==> src/rtl/maze_pkg.sv <==
// Shared definitions for the maze explorer: coordinate widths, move encoding,
// FSM state enum and the {x, y} memory address payload.
package maze_pkg;

    localparam int unsigned COORD_W  = 4;
    localparam int unsigned LOC_W    = 2 * COORD_W;
    localparam int unsigned DIR_BITS = 2;

    // Move encoding: E = y+1, S = x+1, W = y-1, N = x-1
    localparam logic [DIR_BITS-1:0] DIR_E = 2'd0;
    localparam logic [DIR_BITS-1:0] DIR_S = 2'd1;
    localparam logic [DIR_BITS-1:0] DIR_W = 2'd2;
    localparam logic [DIR_BITS-1:0] DIR_N = 2'd3;

    typedef enum logic [3:0] {
        ST_IDLE,
        ST_INIT,
        ST_PICK,
        ST_READ,
        ST_EVAL,
        ST_MOVE,
        ST_BACK,
        ST_DONE,
        ST_FAIL
    } state_e;

    // Memory address payload, x in the upper half
    typedef struct packed {
        logic [COORD_W-1:0] x;
        logic [COORD_W-1:0] y;
    } loc_t;

    function automatic loc_t pack_loc(input logic [COORD_W-1:0] x, input logic [COORD_W-1:0] y);
        loc_t l;
        l.x = x;
        l.y = y;
        return l;
    endfunction

endpackage

==> src/rtl/move_stack.sv <==
// LIFO of 2-bit moves for the depth-first search, with an extra indexed read
// port so the finished path can be streamed bottom-to-top.
// Ports: clr_i/push_i/pop_i control, din_i push data, top_o top entry,
//        full_o/empty_o flags, sp_o entry count, rd_idx_i/rd_data_o random read.
module move_stack #(
    parameter int unsigned DEPTH = 256,
    parameter int unsigned SP_W  = $clog2(DEPTH + 1)
) (
    input  logic            clk,
    input  logic            rst_n,
    input  logic            clr_i,
    input  logic            push_i,
    input  logic            pop_i,
    input  logic [1:0]      din_i,
    output logic [1:0]      top_o,
    output logic            full_o,
    output logic            empty_o,
    output logic [SP_W-1:0] sp_o,
    input  logic [SP_W-1:0] rd_idx_i,
    output logic [1:0]      rd_data_o
);

    localparam int unsigned IDX_W = (DEPTH > 1) ? $clog2(DEPTH) : 1;

    logic [1:0]      mem_q [DEPTH];
    logic [SP_W-1:0] sp_q;

    assign full_o    = (sp_q == SP_W'(DEPTH));
    assign empty_o   = (sp_q == '0);
    assign sp_o      = sp_q;
    assign top_o     = mem_q[IDX_W'(sp_q - SP_W'(1))];
    assign rd_data_o = mem_q[IDX_W'(rd_idx_i)];

    // Stack pointer; clear wins, pushes/pops beyond limits are dropped
    always_ff @(posedge clk or negedge rst_n) begin
        if (!rst_n) begin
            sp_q <= '0;
        end else if (clr_i) begin
            sp_q <= '0;
        end else if (push_i && !full_o) begin
            sp_q <= sp_q + SP_W'(1);
        end else if (pop_i && !empty_o) begin
            sp_q <= sp_q - SP_W'(1);
        end
    end

    // Entry storage needs no reset: only slots below sp are ever read
    always_ff @(posedge clk) begin
        if (push_i && !full_o && !clr_i) begin
            mem_q[IDX_W'(sp_q)] <= din_i;
        end
    end

endmodule

==> src/rtl/maze_explorer.sv <==
// Depth-first maze solver owning the 16x16 maze memory port. Walks from START
// to GOAL marking visited cells, backtracks via move_stack, then streams the
// solution path one move per cycle.
// Ports: start pulse; mem_dout read data (1-cycle latency); mem_loc/mem_rd/
//        mem_wr/mem_din memory control; busy/done/fail status; path_len and
//        path_valid/path_dir/path_last solution stream.
module maze_explorer
    import maze_pkg::*;
#(
    parameter int unsigned START_X     = 0,
    parameter int unsigned START_Y     = 0,
    parameter int unsigned GOAL_X      = 15,
    parameter int unsigned GOAL_Y      = 15,
    parameter int unsigned STACK_DEPTH = 256
) (
    input  logic             clk,
    input  logic             rst_n,
    input  logic             start,
    input  logic             mem_dout,
    output logic [LOC_W-1:0] mem_loc,
    output logic             mem_rd,
    output logic             mem_wr,
    output logic             mem_din,
    output logic             busy,
    output logic             done,
    output logic             fail,
    output logic [8:0]       path_len,
    output logic             path_valid,
    output logic [1:0]       path_dir,
    output logic             path_last
);

    localparam int unsigned SP_W = $clog2(STACK_DEPTH + 1);
    localparam logic [COORD_W-1:0] CMAX = '1;
    localparam logic [COORD_W-1:0] SX   = COORD_W'(START_X);
    localparam logic [COORD_W-1:0] SY   = COORD_W'(START_Y);
    localparam logic [COORD_W-1:0] GX   = COORD_W'(GOAL_X);
    localparam logic [COORD_W-1:0] GY   = COORD_W'(GOAL_Y);

    state_e             state_q;
    logic [COORD_W-1:0] pos_x_q, pos_y_q;
    logic [2:0]         dir_q;
    loc_t               mem_loc_q;
    logic               mem_rd_q, mem_wr_q;
    logic               busy_q, done_q, fail_q;
    logic [8:0]         path_len_q;
    logic               path_valid_q, path_last_q;
    logic [1:0]         path_dir_q;
    logic [SP_W-1:0]    str_idx_q;
    logic               str_act_q;

    logic [COORD_W-1:0] nb_x, nb_y, bk_x, bk_y;
    logic               nb_off;
    logic [1:0]         stk_top, stk_rd;
    logic               stk_full, stk_empty;
    logic [SP_W-1:0]    sp;

    // Neighbour of pos in direction dir; off-map flagged before any arithmetic wraps
    always_comb begin
        nb_x   = pos_x_q;
        nb_y   = pos_y_q;
        nb_off = 1'b0;
        case (dir_q[1:0])
            DIR_E:   begin nb_off = (pos_y_q == CMAX); nb_y = pos_y_q + COORD_W'(1); end
            DIR_S:   begin nb_off = (pos_x_q == CMAX); nb_x = pos_x_q + COORD_W'(1); end
            DIR_W:   begin nb_off = (pos_y_q == '0);   nb_y = pos_y_q - COORD_W'(1); end
            default: begin nb_off = (pos_x_q == '0);   nb_x = pos_x_q - COORD_W'(1); end
        endcase
    end

    // Cell we came from: undo the move on top of the stack
    always_comb begin
        bk_x = pos_x_q;
        bk_y = pos_y_q;
        case (stk_top)
            DIR_E:   bk_y = pos_y_q - COORD_W'(1);
            DIR_S:   bk_x = pos_x_q - COORD_W'(1);
            DIR_W:   bk_y = pos_y_q + COORD_W'(1);
            default: bk_x = pos_x_q + COORD_W'(1);
        endcase
    end

    move_stack #(.DEPTH(STACK_DEPTH), .SP_W(SP_W)) u_stack (
        .clk      (clk),
        .rst_n    (rst_n),
        .clr_i    (state_q == ST_INIT),
        .push_i   (state_q == ST_MOVE),
        .pop_i    (state_q == ST_BACK),
        .din_i    (dir_q[1:0]),
        .top_o    (stk_top),
        .full_o   (stk_full),
        .empty_o  (stk_empty),
        .sp_o     (sp),
        .rd_idx_i (str_idx_q),
        .rd_data_o(stk_rd)
    );

    // Search FSM with registered memory, status and stream outputs
    always_ff @(posedge clk or negedge rst_n) begin
        if (!rst_n) begin
            state_q      <= ST_IDLE;
            pos_x_q      <= '0;
            pos_y_q      <= '0;
            dir_q        <= '0;
            mem_loc_q    <= '0;
            mem_rd_q     <= 1'b0;
            mem_wr_q     <= 1'b0;
            busy_q       <= 1'b0;
            done_q       <= 1'b0;
            fail_q       <= 1'b0;
            path_len_q   <= '0;
            path_valid_q <= 1'b0;
            path_dir_q   <= '0;
            path_last_q  <= 1'b0;
            str_idx_q    <= '0;
            str_act_q    <= 1'b0;
        end else begin
            mem_rd_q     <= 1'b0;
            mem_wr_q     <= 1'b0;
            path_valid_q <= 1'b0;
            path_last_q  <= 1'b0;
            case (state_q)
                ST_IDLE, ST_DONE, ST_FAIL: begin
                    if (start) begin
                        // Mark START visited during INIT
                        state_q    <= ST_INIT;
                        busy_q     <= 1'b1;
                        done_q     <= 1'b0;
                        fail_q     <= 1'b0;
                        path_len_q <= '0;
                        str_act_q  <= 1'b0;
                        mem_wr_q   <= 1'b1;
                        mem_loc_q  <= pack_loc(SX, SY);
                    end else if (state_q == ST_DONE && str_act_q) begin
                        path_valid_q <= 1'b1;
                        path_dir_q   <= stk_rd;
                        path_last_q  <= (str_idx_q == sp - SP_W'(1));
                        str_idx_q    <= str_idx_q + SP_W'(1);
                        if (str_idx_q == sp - SP_W'(1)) begin
                            str_act_q <= 1'b0;
                        end
                    end
                end
                ST_INIT: begin
                    pos_x_q <= SX;
                    pos_y_q <= SY;
                    dir_q   <= '0;
                    if (SX == GX && SY == GY) begin
                        state_q <= ST_DONE;
                        busy_q  <= 1'b0;
                        done_q  <= 1'b1;
                    end else begin
                        state_q <= ST_PICK;
                    end
                end
                ST_PICK: begin
                    if (dir_q[2]) begin
                        state_q <= ST_BACK;
                    end else if (nb_off) begin
                        dir_q <= dir_q + 3'd1;
                    end else begin
                        state_q   <= ST_READ;
                        mem_rd_q  <= 1'b1;
                        mem_loc_q <= pack_loc(nb_x, nb_y);
                    end
                end
                ST_READ: begin
                    state_q <= ST_EVAL;
                end
                ST_EVAL: begin
                    if (mem_dout) begin
                        dir_q   <= dir_q + 3'd1;
                        state_q <= ST_PICK;
                    end else begin
                        // mem_loc still holds the neighbour address
                        mem_wr_q <= 1'b1;
                        state_q  <= ST_MOVE;
                    end
                end
                ST_MOVE: begin
                    if (stk_full) begin
                        state_q <= ST_FAIL;
                        busy_q  <= 1'b0;
                        fail_q  <= 1'b1;
                    end else begin
                        pos_x_q <= nb_x;
                        pos_y_q <= nb_y;
                        dir_q   <= '0;
                        if (nb_x == GX && nb_y == GY) begin
                            state_q    <= ST_DONE;
                            busy_q     <= 1'b0;
                            done_q     <= 1'b1;
                            path_len_q <= 9'(sp + SP_W'(1));
                            str_idx_q  <= '0;
                            str_act_q  <= 1'b1;
                        end else begin
                            state_q <= ST_PICK;
                        end
                    end
                end
                ST_BACK: begin
                    if (stk_empty) begin
                        state_q <= ST_FAIL;
                        busy_q  <= 1'b0;
                        fail_q  <= 1'b1;
                    end else begin
                        pos_x_q <= bk_x;
                        pos_y_q <= bk_y;
                        dir_q   <= {1'b0, stk_top} + 3'd1;
                        state_q <= ST_PICK;
                    end
                end
                default: state_q <= ST_IDLE;
            endcase
        end
    end

    assign mem_loc    = mem_loc_q;
    assign mem_rd     = mem_rd_q;
    assign mem_wr     = mem_wr_q;
    assign mem_din    = mem_wr_q;
    assign busy       = busy_q;
    assign done       = done_q;
    assign fail       = fail_q;
    assign path_len   = path_len_q;
    assign path_valid = path_valid_q;
    assign path_dir   = path_dir_q;
    assign path_last  = path_last_q;

endmodule

==> config.mk <==
export PLATFORM = sky130hd
export DESIGN_NAME = maze_explorer
export DESIGN_NICKNAME = d
export VERILOG_FILES = /design/src/rtl/maze_pkg.sv /design/src/rtl/move_stack.sv /design/src/rtl/maze_explorer.sv
export SDC_FILE = /design/constraint.sdc
export NUM_CORES = 1
export LEC_CHECK = 0
export ABC_AREA = 1
export BUFFER_PORTS_ARGS = -buffer_cell sky130_fd_sc_hd__buf_4
export CAP_MARGIN = 30
export CORE_MARGIN = 2
export CORE_UTILIZATION = 38
export DETAILED_ROUTE_END_ITERATION = 8
export GPL_ROUTABILITY_DRIVEN = 0
export REMOVE_ABC_BUFFERS = 1
export SETUP_SLACK_MARGIN = 0.3
export SLEW_MARGIN = 0
export SYNTH_ARGS = -nofsm -noshare
export SYNTH_HDL_FRONTEND = slang
export SYNTH_HIERARCHICAL = 1
export SYNTH_SLANG_ARGS = --single-unit
==> constraint.sdc <==
create_clock -name clk -period 7.15 [get_ports clk]
set_input_delay 1.43 -clock clk [delete_from_list [all_inputs] [get_ports clk]]
set_output_delay 1.43 -clock clk [all_outputs]
set_load 0.02 [all_outputs]
==> impl_summary.md <==
Power and ir drop
The analysis attributes to cell leakage a power of 13.57 nW. The completed layout was analyzed and its total power is 0.01369 W. The power density relative to cell area is 394.5 mW/mm^2. The highest ir drop seen on vdd is 0.0003335 V.

Placed design
Summed over all nets, the half-perimeter wirelength after detailed placement is 57.31 mm. The setup slack at placement is 1769 ps. The count of buffers added on input and output ports is 30.

Clock tree
The TritonCTS clock tree is yes. In this run the clock root is driven by a sky130_fd_sc_hd__clkbuf_16. The post-CTS setup-driven buffer insertion count is 0.

The number of gates given a new drive strength after cts is 0. The total clock buffers created by CTS is 67. The sink count of the clock tree is 572. The CTS H-tree depth is 3. For the worst-skew pair, the clock arrives at the later sink with an insertion delay of 610 ps. After clock tree synthesis, the flow added hold-fix buffers numbering 0. Clock-pin slew was measured on the worst setup and hold paths at 60 ps.

No sink is reached through more buffers than the 3 on the longest clock path.

Logic synthesis
The cell count after synthesis is 3878. After synthesis, the netlist uses 48 different library cells. In this run the mean area of a mapped cell was 8.105 um^2. In the post-synthesis netlist, the biggest area contributors are sky130_fd_sc_hd__edfxtp_1 49%, sky130_fd_sc_hd__nand2_1 13%, sky130_fd_sc_hd__nand3_1 12%. The share of synthesized area occupied by flip-flops and latches is 53.69%. In the synthesized netlist the async set-or-reset flop fraction comes to 10.49%. The most common flop cell mapped by yosys is sky130_fd_sc_hd__edfxtp_1. The share of the synthesized area in the top cell type is 48.92%. The number of enable flip-flop cells after synthesis is 512.

Ranked by instance count, the synthesized netlist is headed by 1103 x sky130_fd_sc_hd__nand2_1, 776 x sky130_fd_sc_hd__nand3_1, 546 x sky130_fd_sc_hd__nor2_1, 512 x sky130_fd_sc_hd__edfxtp_1, 205 x sky130_fd_sc_hd__inv_1. The post-synthesis instance area is 0.03143 mm^2. sky130_fd_sc_hd__edfxtp_1 takes more of the synthesized area than any other cell. During synthesis, Yosys emitted a total of 6 warnings. The register bit count reported by yosys is 572. In the post-synthesis netlist, the cell with the most instances is sky130_fd_sc_hd__nand2_1.

Finish
After the last flow step, the layout net total stands at 3787. After filler insertion, the fill cell instance count of the layout stands at 8224. The multi-input combinational cells in the finished layout cover a total of 0.01271 mm^2.

The number of diodes added for antenna fixing is 0. Across the whole layout, storage elements account for 0.01690 mm^2. The area added between synthesis and finish is 10.41%. The share of final-layout standard cells stronger than drive strength 1 is 6.447%.

Drt
In the routed layout, each cell is associated on average with a via count of 5.572. The iteration-0 DRC count of the detailed router is 3198. The average wire per standard cell is 20.82 um. After detailed routing, the total wire length is 101.7 mm. In this run the remaining antenna-violating nets after routing total 0. The first-pass iteration count of the detailed router is 6. For this run, design rule violations remaining after detail routing come to 0. Across all layers, the routed design uses 27224 vias.

Setup path
Of all nets on the critical path, the largest fanout is 95. The data arrival time of the critical path is 6070 ps. The maximum cell stage delay along the critical path is 900 ps. The number of cells traversed by the worst register-to-register path is 21.

In this run the number of cells on the critical path is 21. The critical path contains buffers and inverters numbering 4 combined. The startpoint type of the worst setup path is a register. The dominant delay contributor by cell family on the critical path is buffers and inverters. The kind of capture point of the worst setup path is a register. The library cell contributing the largest single delay on the critical path is sky130_fd_sc_hd__dfrtp_4. In this design, the critical path's most frequently occurring cell is sky130_fd_sc_hd__nand2_1. Traced cell by cell, the critical path runs through inv_6 > ha_4 > inv_6 > buf_12 > nand3_1 > nand3_1 > nand2_1 > nand2_1 > nand3_1 > nand2_1 > nand2_1 > nand3_1 > nand3_1 > nand2_1 > inv_1 > ha_1 > o21ai_0 > nand2_1 > nor2_2 > o21ai_0 > o21ai_0. Data on the critical path is required at its endpoint by 7680 ps. The type of the worst setup path is reg2reg.

Global route
Entering global routing, the biggest net connects 192 pins. The via count of the first global-routing pass is 25951. Global routing used 23.60% of the available tracks. The number of antenna violations at the first check in global routing was 1. The total overflow left after global routing is 0. The first global-routing pass estimated 155.1 mm of wire.

Timing
For the pin with the worst max-slew slack, the measured transition is 1079 ps. The number of max-slew violations in the final report is 0. The routed design could run at a clock period as short as 5541 ps. The headroom to the max-slew limit is 28.07%. Setup repair after global routing left no endpoint under its margin.

The upper clock frequency limit is 180.5 MHz. Setup violations remaining at the end of the flow were counted as 0. After layout, the worst setup slack is 1609 ps. On the final layout, the worst clock skew is 18.25 ps. The number of hold-slack violations in the final timing report is 0. The final critical-path share of the clock period is 77.50%.

Floorplan
In this run the horizontal extent of the chip is 291.6 um. From bottom edge to top edge, the die measures 291.6 um. In this run the core area contains 105 standard-cell rows. The core region area is 0.08198 mm^2. The floorplan die area is 0.08503 mm^2. 31 I/O pins were placed. For this configuration, the core starts out at a cell density of 38.34%.

Status
The run finished with clean final reports.

Hold path
The tightest min-delay check is of the reg2reg type. The cell count of the worst hold path is 2.

Job
The number of maximum-capacitance violations is 0.
## placed cells by master (no fill, tap or decap), types with 3 or more instances in the layout
master / count
sky130_fd_sc_hd__buf_16: 5
sky130_fd_sc_hd__clkinv_2: 16
sky130_fd_sc_hd__nand3b_1: 6
sky130_fd_sc_hd__nand4_2: 4
sky130_fd_sc_hd__edfxtp_1: 512
sky130_fd_sc_hd__nand3_1: 776
sky130_fd_sc_hd__o21ai_2: 5
sky130_fd_sc_hd__clkbuf_16: 69
sky130_fd_sc_hd__xnor2_1: 10
sky130_fd_sc_hd__a21oi_1: 47
sky130_fd_sc_hd__nor3_1: 7
sky130_fd_sc_hd__o22ai_1: 7
sky130_fd_sc_hd__inv_1: 202
sky130_fd_sc_hd__buf_12: 4
sky130_fd_sc_hd__o211ai_1: 13
sky130_fd_sc_hd__inv_4: 3
sky130_fd_sc_hd__nor2_1: 546
sky130_fd_sc_hd__inv_2: 11
sky130_fd_sc_hd__o21ai_0: 185
sky130_fd_sc_hd__nand3_2: 5
sky130_fd_sc_hd__inv_6: 6
sky130_fd_sc_hd__nand2_1: 1100
sky130_fd_sc_hd__nand2_2: 6
sky130_fd_sc_hd__bufinv_16: 6
sky130_fd_sc_hd__buf_4: 69
sky130_fd_sc_hd__clkbuf_1: 10
sky130_fd_sc_hd__clkbuf_8: 3
sky130_fd_sc_hd__xor2_1: 28
sky130_fd_sc_hd__dfrtp_1: 53
sky130_fd_sc_hd__dfrtp_4: 5
sky130_fd_sc_hd__a31oi_1: 4
sky130_fd_sc_hd__ha_1: 20
sky130_fd_sc_hd__clkinv_1: 12
sky130_fd_sc_hd__nand4_1: 20
sky130_fd_sc_hd__nor2_2: 12
## per-stage QoR
stage / instance area (um^2) / std cells / hold WS [ps] / TNS [ps] / utilization [%]
5_1_grt: 34700 / 4886 / 489.1 / 0 / 42.33
3_3_place_gp: 32380 / 4758 / 459.6 / 0 / 39.50
3_5_place_dp: 32490 / 4762 / 461.7 / 0 / 39.64
4_1_cts: 34680 / 4885 / 476.3 / 0 / 42.30
2_1_floorplan: 30370 / 3615 / 522.9 / -3284130 / -
6_report: 34700 / 4886 / 471.9 / 0 / 42.33
## logic make-up after synthesis
logic type,Yosys count,synth area share [%]
adders and majority gates,21,0.8359
AOI/OAI and AO/OA,273,4.697
xor gates and xnor gates,40,1.138
DFF,572,53.69
buffers and inverters,481,5.991
and+or+nand+nor,2491,33.65
## final cells by class
| cell class | instances | share of cell area [%] |
|---|---|---|
| tap | 1070 | 3.858 |
| inverter | 218 | 2.416 |
| timing repair buffer | 78 | 2.120 |
| clock inverter | 41 | 1.089 |
| multi-input combinational | 2825 | 36.63 |
| clock buffer | 82 | 5.202 |
| sequential | 572 | 48.69 |
## worst reg2reg max path, stage by stage (launching register included)
cell                      delay [ps]
sky130_fd_sc_hd__dfrtp_4         900
sky130_fd_sc_hd__inv_6           430
sky130_fd_sc_hd__ha_4            530
sky130_fd_sc_hd__inv_6           690
sky130_fd_sc_hd__buf_12          470
sky130_fd_sc_hd__nand3_1         170
sky130_fd_sc_hd__nand3_1         100
sky130_fd_sc_hd__nand2_1          70
sky130_fd_sc_hd__nand2_1          60
sky130_fd_sc_hd__nand3_1         150
sky130_fd_sc_hd__nand2_1         160
sky130_fd_sc_hd__nand2_1          60
sky130_fd_sc_hd__nand3_1          90
sky130_fd_sc_hd__nand3_1         180
sky130_fd_sc_hd__nand2_1         260
sky130_fd_sc_hd__inv_1           110
sky130_fd_sc_hd__ha_1            300
sky130_fd_sc_hd__o21ai_0         180
sky130_fd_sc_hd__nand2_1          80
sky130_fd_sc_hd__nor2_2          260
sky130_fd_sc_hd__o21ai_0         130
sky130_fd_sc_hd__o21ai_0          90
## path summary, 6_finish.rpt
check,start,endpoint,slack [ps]
max,u_stack/sp_o[0]$_DFFE_PN0P_,pos_x_q[2]$_DFFE_PN0P_,1610
min,mem_loc[3]$_DFFE_PN0P_,mem_loc[3]$_DFFE_PN0P_,470
max reg2reg,u_stack/sp_o[0]$_DFFE_PN0P_,pos_x_q[2]$_DFFE_PN0P_,1610
min reg2reg,mem_loc[3]$_DFFE_PN0P_,mem_loc[3]$_DFFE_PN0P_,470
max in group asynchronous,rst_n,str_idx_q[0]$_DFFE_PN0P_,5650
min in group asynchronous,rst_n,mem_rd$_DFF_PN0_,910
## per-layer routing
layer	up-vias	GRT usage, %	routed length [um]
met5	-	0.2269	0
met1	12939	31.81	42000
met4	0	10.06	4074
met3	239	3.867	9044
met2	1305	37.67	46620
li1	12741	-	-
## state kept, by name, indices dropped and copies added (netlist names), 2 cells and up
register       cells
path_len           9
u_stack/sp_o       9
pos_x_q            4
str_idx_q          9
path_dir           2
pos_y_q            4
mem_loc            8
dir_q              3
state_q            4
u_stack/mem_q    512
## power by group
part	total (W)	internal [W]	leakage, nW	switching, W
Sequential	0.00439	0.00411	5.49	0.000272
Clock	0.00343	0.00202	1.08	0.00141
Combinational	0.00587	0.00161	7.00	0.00426
Note: power is estimated with default switching activity, not from simulation.
